### config.mk
export PLATFORM = sky130hd
export DESIGN_NAME = bunny_hit_ctrl
export DESIGN_NICKNAME = d
export VERILOG_FILES = /design/src/rtl/bunny_pkg.sv /design/src/rtl/hit_window_timer.sv /design/src/rtl/bunny_hit_ctrl.sv
export SDC_FILE = /design/constraint.sdc
export NUM_CORES = 1
export LEC_CHECK = 0
export ABC_AREA = 1
export CAP_MARGIN = 20
export CELL_PAD_IN_SITES_DETAIL_PLACEMENT = 0
export CELL_PAD_IN_SITES_GLOBAL_PLACEMENT = 1
export CORE_MARGIN = 1
export CORE_UTILIZATION = 39
export CTS_BUF_LIST = sky130_fd_sc_hd__clkbuf_16
export DETAILED_ROUTE_END_ITERATION = 8
export PLACE_DENSITY = 0.82
export SKIP_CTS_REPAIR_TIMING = 1
export SYNTH_ARGS = -nofsm -noshare
export SYNTH_HDL_FRONTEND = slang
export SYNTH_SLANG_ARGS = --single-unit
### constraint.sdc
create_clock -name clk_i -period 1.8 [get_ports clk_i]
set_clock_uncertainty 0.1 [all_clocks]
set_input_delay 0.45 -clock clk_i [delete_from_list [all_inputs] [get_ports clk_i]]
set_output_delay 0.45 -clock clk_i [all_outputs]
set_load 0.01 [all_outputs]
### src/rtl/bunny_pkg.sv
// rtl/bunny_pkg.sv - shared types and constants for the bunny hit controller
package bunny_pkg;

  localparam int X_W     = 10;
  localparam int XC_W    = X_W + 1;
  localparam int Y_W     = 8;
  localparam int LIVES_W = 3;
  localparam int TIMER_W = 32;

  localparam int LIVES_INIT_DEF    = 3;
  localparam int INVULN_CYCLES_DEF = 5000000;

  typedef enum logic [1:0] {
    ST_IDLE   = 2'd0,
    ST_PLAY   = 2'd1,
    ST_INVULN = 2'd2,
    ST_OVER   = 2'd3
  } state_e;

endpackage

### src/rtl/hit_window_timer.sv
// rtl/hit_window_timer.sv - loadable down-counter timing a post-hit window
// busy_o spans load_val_i+1 cycles after the load; done_o marks the last of them.
module hit_window_timer
  import bunny_pkg::*;
(
  input  logic               clk_i,
  input  logic               rst_i,
  input  logic               clr_i,
  input  logic               load_i,
  input  logic [TIMER_W-1:0] load_val_i,
  output logic               busy_o,
  output logic               done_o
);

  logic [TIMER_W-1:0] cnt_q;
  logic               armed_q;

  always_ff @(posedge clk_i) begin
    if (rst_i || clr_i) begin
      cnt_q   <= '0;
      armed_q <= 1'b0;
    end else if (load_i) begin
      cnt_q   <= load_val_i;
      armed_q <= 1'b1;
    end else if (armed_q) begin
      if (cnt_q == '0) begin
        armed_q <= 1'b0;
      end else begin
        cnt_q <= cnt_q - TIMER_W'(1);
      end
    end
  end

  assign busy_o = armed_q;
  assign done_o = armed_q && (cnt_q == '0);

endmodule

### src/rtl/bunny_hit_ctrl.sv
// rtl/bunny_hit_ctrl.sv - collision detect, hit pulse, lives and invulnerability control
module bunny_hit_ctrl
  import bunny_pkg::*;
#(
  parameter int BUNNY_X       = 100,
  parameter int BUNNY_W       = 16,
  parameter int LIVES_INIT    = LIVES_INIT_DEF,
  parameter int INVULN_CYCLES = INVULN_CYCLES_DEF
) (
  input  logic               clk_i,
  input  logic               rst_i,
  input  logic               game_active_i,
  input  logic [Y_W-1:0]     bunny_y_i,
  input  logic               obs_valid_i,
  input  logic [X_W-1:0]     obs_x_i,
  input  logic [Y_W-1:0]     obs_h_i,
  output logic               hit_o,
  output logic [LIVES_W-1:0] lives_o,
  output logic               invuln_o,
  output logic               game_over_o
);

  // Zone bounds are one bit wider than obs_x so the upper bound cannot wrap.
  localparam logic [XC_W-1:0]    ZONE_LO    = XC_W'(BUNNY_X);
  localparam logic [XC_W-1:0]    ZONE_HI    = XC_W'(BUNNY_X + BUNNY_W - 1);
  localparam logic [LIVES_W-1:0] LIVES_LOAD = LIVES_W'(LIVES_INIT);
  localparam logic [TIMER_W-1:0] WIN_LOAD   = TIMER_W'(INVULN_CYCLES - 1);

  state_e             state_q, state_d;
  logic               collide_q, collide_d;
  logic               hit_q, hit_d;
  logic [LIVES_W-1:0] lives_q, lives_d;
  logic               invuln_q, invuln_d;
  logic               game_over_q, game_over_d;
  logic               tmr_load, tmr_busy, tmr_done;

  assign collide_d = game_active_i && obs_valid_i
                     && ({1'b0, obs_x_i} >= ZONE_LO)
                     && ({1'b0, obs_x_i} <= ZONE_HI)
                     && (bunny_y_i < obs_h_i);

  hit_window_timer u_timer (
    .clk_i      (clk_i),
    .rst_i      (rst_i),
    .clr_i      (!game_active_i),
    .load_i     (tmr_load),
    .load_val_i (WIN_LOAD),
    .busy_o     (tmr_busy),
    .done_o     (tmr_done)
  );

  always_comb begin
    state_d  = state_q;
    hit_d    = 1'b0;
    lives_d  = lives_q;
    tmr_load = 1'b0;
    case (state_q)
      ST_IDLE: begin
        if (game_active_i) state_d = ST_PLAY;
      end
      ST_PLAY: begin
        if (!game_active_i) begin
          state_d = ST_IDLE;
        end else if (collide_q) begin
          hit_d   = 1'b1;
          lives_d = lives_q - LIVES_W'(1);
          if (lives_q == LIVES_W'(1)) begin
            state_d = ST_OVER;
          end else begin
            tmr_load = 1'b1;
            state_d  = ST_INVULN;
          end
        end
      end
      ST_INVULN: begin
        if (!game_active_i) state_d = ST_IDLE;
        else if (tmr_done)  state_d = ST_PLAY;
      end
      ST_OVER: begin
        if (!game_active_i) state_d = ST_IDLE;
      end
      default: state_d = ST_IDLE;
    endcase
    if (state_d == ST_IDLE) lives_d = LIVES_LOAD;
    game_over_d = (state_d == ST_OVER);
    // The window flag trails the timer by one cycle so it rises as hit falls.
    invuln_d    = tmr_busy && game_active_i;
  end

  always_ff @(posedge clk_i) begin
    if (rst_i) begin
      state_q     <= ST_IDLE;
      collide_q   <= 1'b0;
      hit_q       <= 1'b0;
      lives_q     <= LIVES_LOAD;
      invuln_q    <= 1'b0;
      game_over_q <= 1'b0;
    end else begin
      state_q     <= state_d;
      collide_q   <= collide_d;
      hit_q       <= hit_d;
      lives_q     <= lives_d;
      invuln_q    <= invuln_d;
      game_over_q <= game_over_d;
    end
  end

  assign hit_o       = hit_q;
  assign lives_o     = lives_q;
  assign invuln_o    = invuln_q;
  assign game_over_o = game_over_q;

endmodule

==> results.yml <==
routing:
  dr_wl_met2_um: 3660
  routedWlPerCell_um: 12.6
  met3WireLength_um: 243
  drc: 0
  drt_wl_total_um: 7840
  wl_met1_um: 3880
  dr.pass1.iters: 5
  top_layer: "met4"
  avgViaCountPerCell: 4.86
  drt-initial-drc-count: 160
  postRouteAntennaNets: 0
  vias: 3012
power_and_ir_drop:
  power.density_nw_per_um2: 526
  peakVddDrop_v: 0.000324
  p_leak_uw: 0.00188
  power_uw: 1980
global_routing:
  grt_max_degree: 16
  grt_first_pass_wirelength_um: 12800
  grt_pass1_vias: 2678
  antenna_found_initial: 0
  grt-ovfl-total: 0
  grt_usage_pct: 21.2
sta:
  timing.final.crit_share_pct: 98.4
  final.setup.tns_ps: 0
  slew_viol_final: 0
  fmax_mhz: 565
  setup_viol: 0
  max_slew_margin_pct: 72.5
  finalHoldViolCount: 0
  whs_ps: 416
  layout_min_cycle_time_ps: 1770
  worst_slew_pin_slew_ps: 411
synth:
  ys_seq_elements: 42
  netlist_area_sq_um: 2920
  yosysWarningCount: 0
  synth_cell_type_count: 29
  avgSynthCellArea_sq_um: 6.32
  synth_xor_area_share_pct: 6.30
  synth-simple-area-share_pct: 40.5
  ys_seq_area_share_pct: 28.8
  synthMuxAreaShare_pct: 0
  synthAdderAreaFrac_pct: 4.71
  synth_compound_gate_area_share_pct: 8.53
  synth_top_family_by_area: "simple AND/OR/NAND/NOR gates"
  syn_nets: 503
  syn_inst: 462
clocking:
  cts_root_buffer: "clkbuf_16"
  clkSinkCount: 42
  cts_tree: "done"
  clk_pin_slew_ps: 70
  clk_latency_ps: 290
  cts_buffers: 5
  htree_levels: 2
  clock_path_buffers: 2
critical_path:
  start_kind: "register"
  path_cells: "clkdlybuf4s50_1"
  crit_fanout: 4
  cp_top_family: "buffers and inverters"
  endpoint_kind: "output pin"
  cp.required_ps: 1250
  cpPeakStageDelay_ps: 550
  path_class: "register to output pin"
  cp.arrival_ps: 1220
  slowest_stage: "clkdlybuf4s50_1"
  crit_buf_inv: 1
floorplanning:
  core_sq_um: 7250
  rows: 31
  fp.dieW_um: 88.5
  start_util_pct: 40.2
  fp.dieH_um: 88.5
  io_pins: 36
  die_area_sq_um: 7830
finish:
  final_nets: 561
  final_core_util_pct: 51.9
  antenna_cells: 0
  drive_gt1_share_pct: 18.0
  syn2layout_area_growth_pct: 28.9
run:
  max_cap_violations: 0
place:
  dp_hpwl_um: 6130
  gp_congestion: 0.962
  port_buffers: 33
outcome:
  run_status: "complete, no violations"
hold_path:
  hold_class: "register to register"
cell usage after synthesis:
master | count | area share [%]
nor2_1 | 75 | 9.6
clkbuf_1 | 5 | 0.64
o21ai_2 | 1 | 0.30
buf_2 | 2 | 0.34
nand2_2 | 8 | 1.7
buf_8 | 2 | 1.0
or3_1 | 1 | 0.21
nor4b_1 | 1 | 0.30
dfxtp_1 | 42 | 29
nand4_1 | 11 | 2.4
nor2_2 | 5 | 1.1
nand3b_1 | 3 | 0.77
o21ai_0 | 6 | 1.0
o21a_1 | 1 | 0.26
nor2_4 | 3 | 1.2
nand2_4 | 2 | 0.77
ha_1 | 11 | 4.7
xor2_1 | 13 | 3.9
o211ai_1 | 1 | 0.26
a21oi_2 | 9 | 2.7
a21oi_1 | 17 | 2.9
buf_4 | 3 | 0.77
inv_1 | 54 | 6.9
nand2_1 | 123 | 16
nand3_1 | 38 | 6.5
nor3_1 | 1 | 0.17
inv_2 | 11 | 1.4
xnor2_1 | 8 | 2.4
a31oi_1 | 5 | 1.1
power breakdown:
group | total (uW) | internal (uW) | switching, uW
clock | 888 | 507 | 381
combinational | 155 | 88.4 | 66.7
sequential | 935 | 932 | 3.27
stage by stage:
step                area [sq um]  std cells  setup WS [ps]
detailed placement          3510        610           -275
CTS                         3660        618          -31.0
global placement            3510        610           -259
floorplan                   2920        462            198
finish                      3760        620           29.2
global route                3760        620          -39.9
worst paths after layout:
path | startpoint | endpoint | slack (ps) | cells past startpoint
max | lives_o[2]$_SDFFE_PP0P_ | lives_o[2] | 30 | 1
min | u_timer.cnt_q[17]$_SDFFE_PP0P_ | u_timer.cnt_q[17]$_SDFFE_PP0P_ | 420 | 2
max reg2reg | u_timer.cnt_q[2]$_SDFFE_PP0P_ | u_timer.cnt_q[26]$_SDFFE_PP0P_ | 110 | 8
min reg2reg | u_timer.cnt_q[17]$_SDFFE_PP0P_ | u_timer.cnt_q[17]$_SDFFE_PP0P_ | 420 | 2
flip-flops by register name (all words and copies together) (netlist names):
signal,cells
game_over_o,1
state_q,2
lives_o,3
u_timer.busy_o,1
collide_q,1
invuln_o,1
hit_o,1
u_timer.cnt_q,32
final cells by class:
class,instances,area (sq um)
clock buffers,5,125
clock inverters,3,16.3
fillers,752,3490
inverters,65,244
multi-input cells,343,1830
flip-flops and latches,42,842
well taps,99,124
repair buffers,63,579
cell families after synthesis:
logic type,after synthesis
AOI/OAI and AO/OA,40
xor gates and xnor gates,21
adders and majority gates,11
buffers and inverters,77
DFF,42
and+or+nand+nor,271
worst min-delay path, delay by kind of cell (launching register included):
| kind | cells | cell delay, ps |
|---|---|---|
| flip-flops | 1 | 350 |
| AO/OA/AOI/OAI | 1 | 50 |
| AND/OR/NAND/NOR | 1 | 70 |
layer usage:
metal	vias to the layer above	global-route usage, %
li1	1564	-
met1	1388	29.1
met2	55	35.0
met3	5	3.45
met4	0	4.55
met5	-	0
cell usage in the layout, fill, tap and decap left out, types with 10 or more instances in the layout:
cell type / count
clkdlybuf4s50_1: 30
xor2_1: 13
nand3_1: 37
nand4_1: 11
nand2_2: 10
a21oi_1: 14
dfxtp_1: 41
nand2_1: 121
inv_1: 53
a21oi_2: 12
nor2_1: 67
nor2_2: 12
buf_4: 28
inv_2: 12
Note: power is estimated with default switching activity, not from simulation.
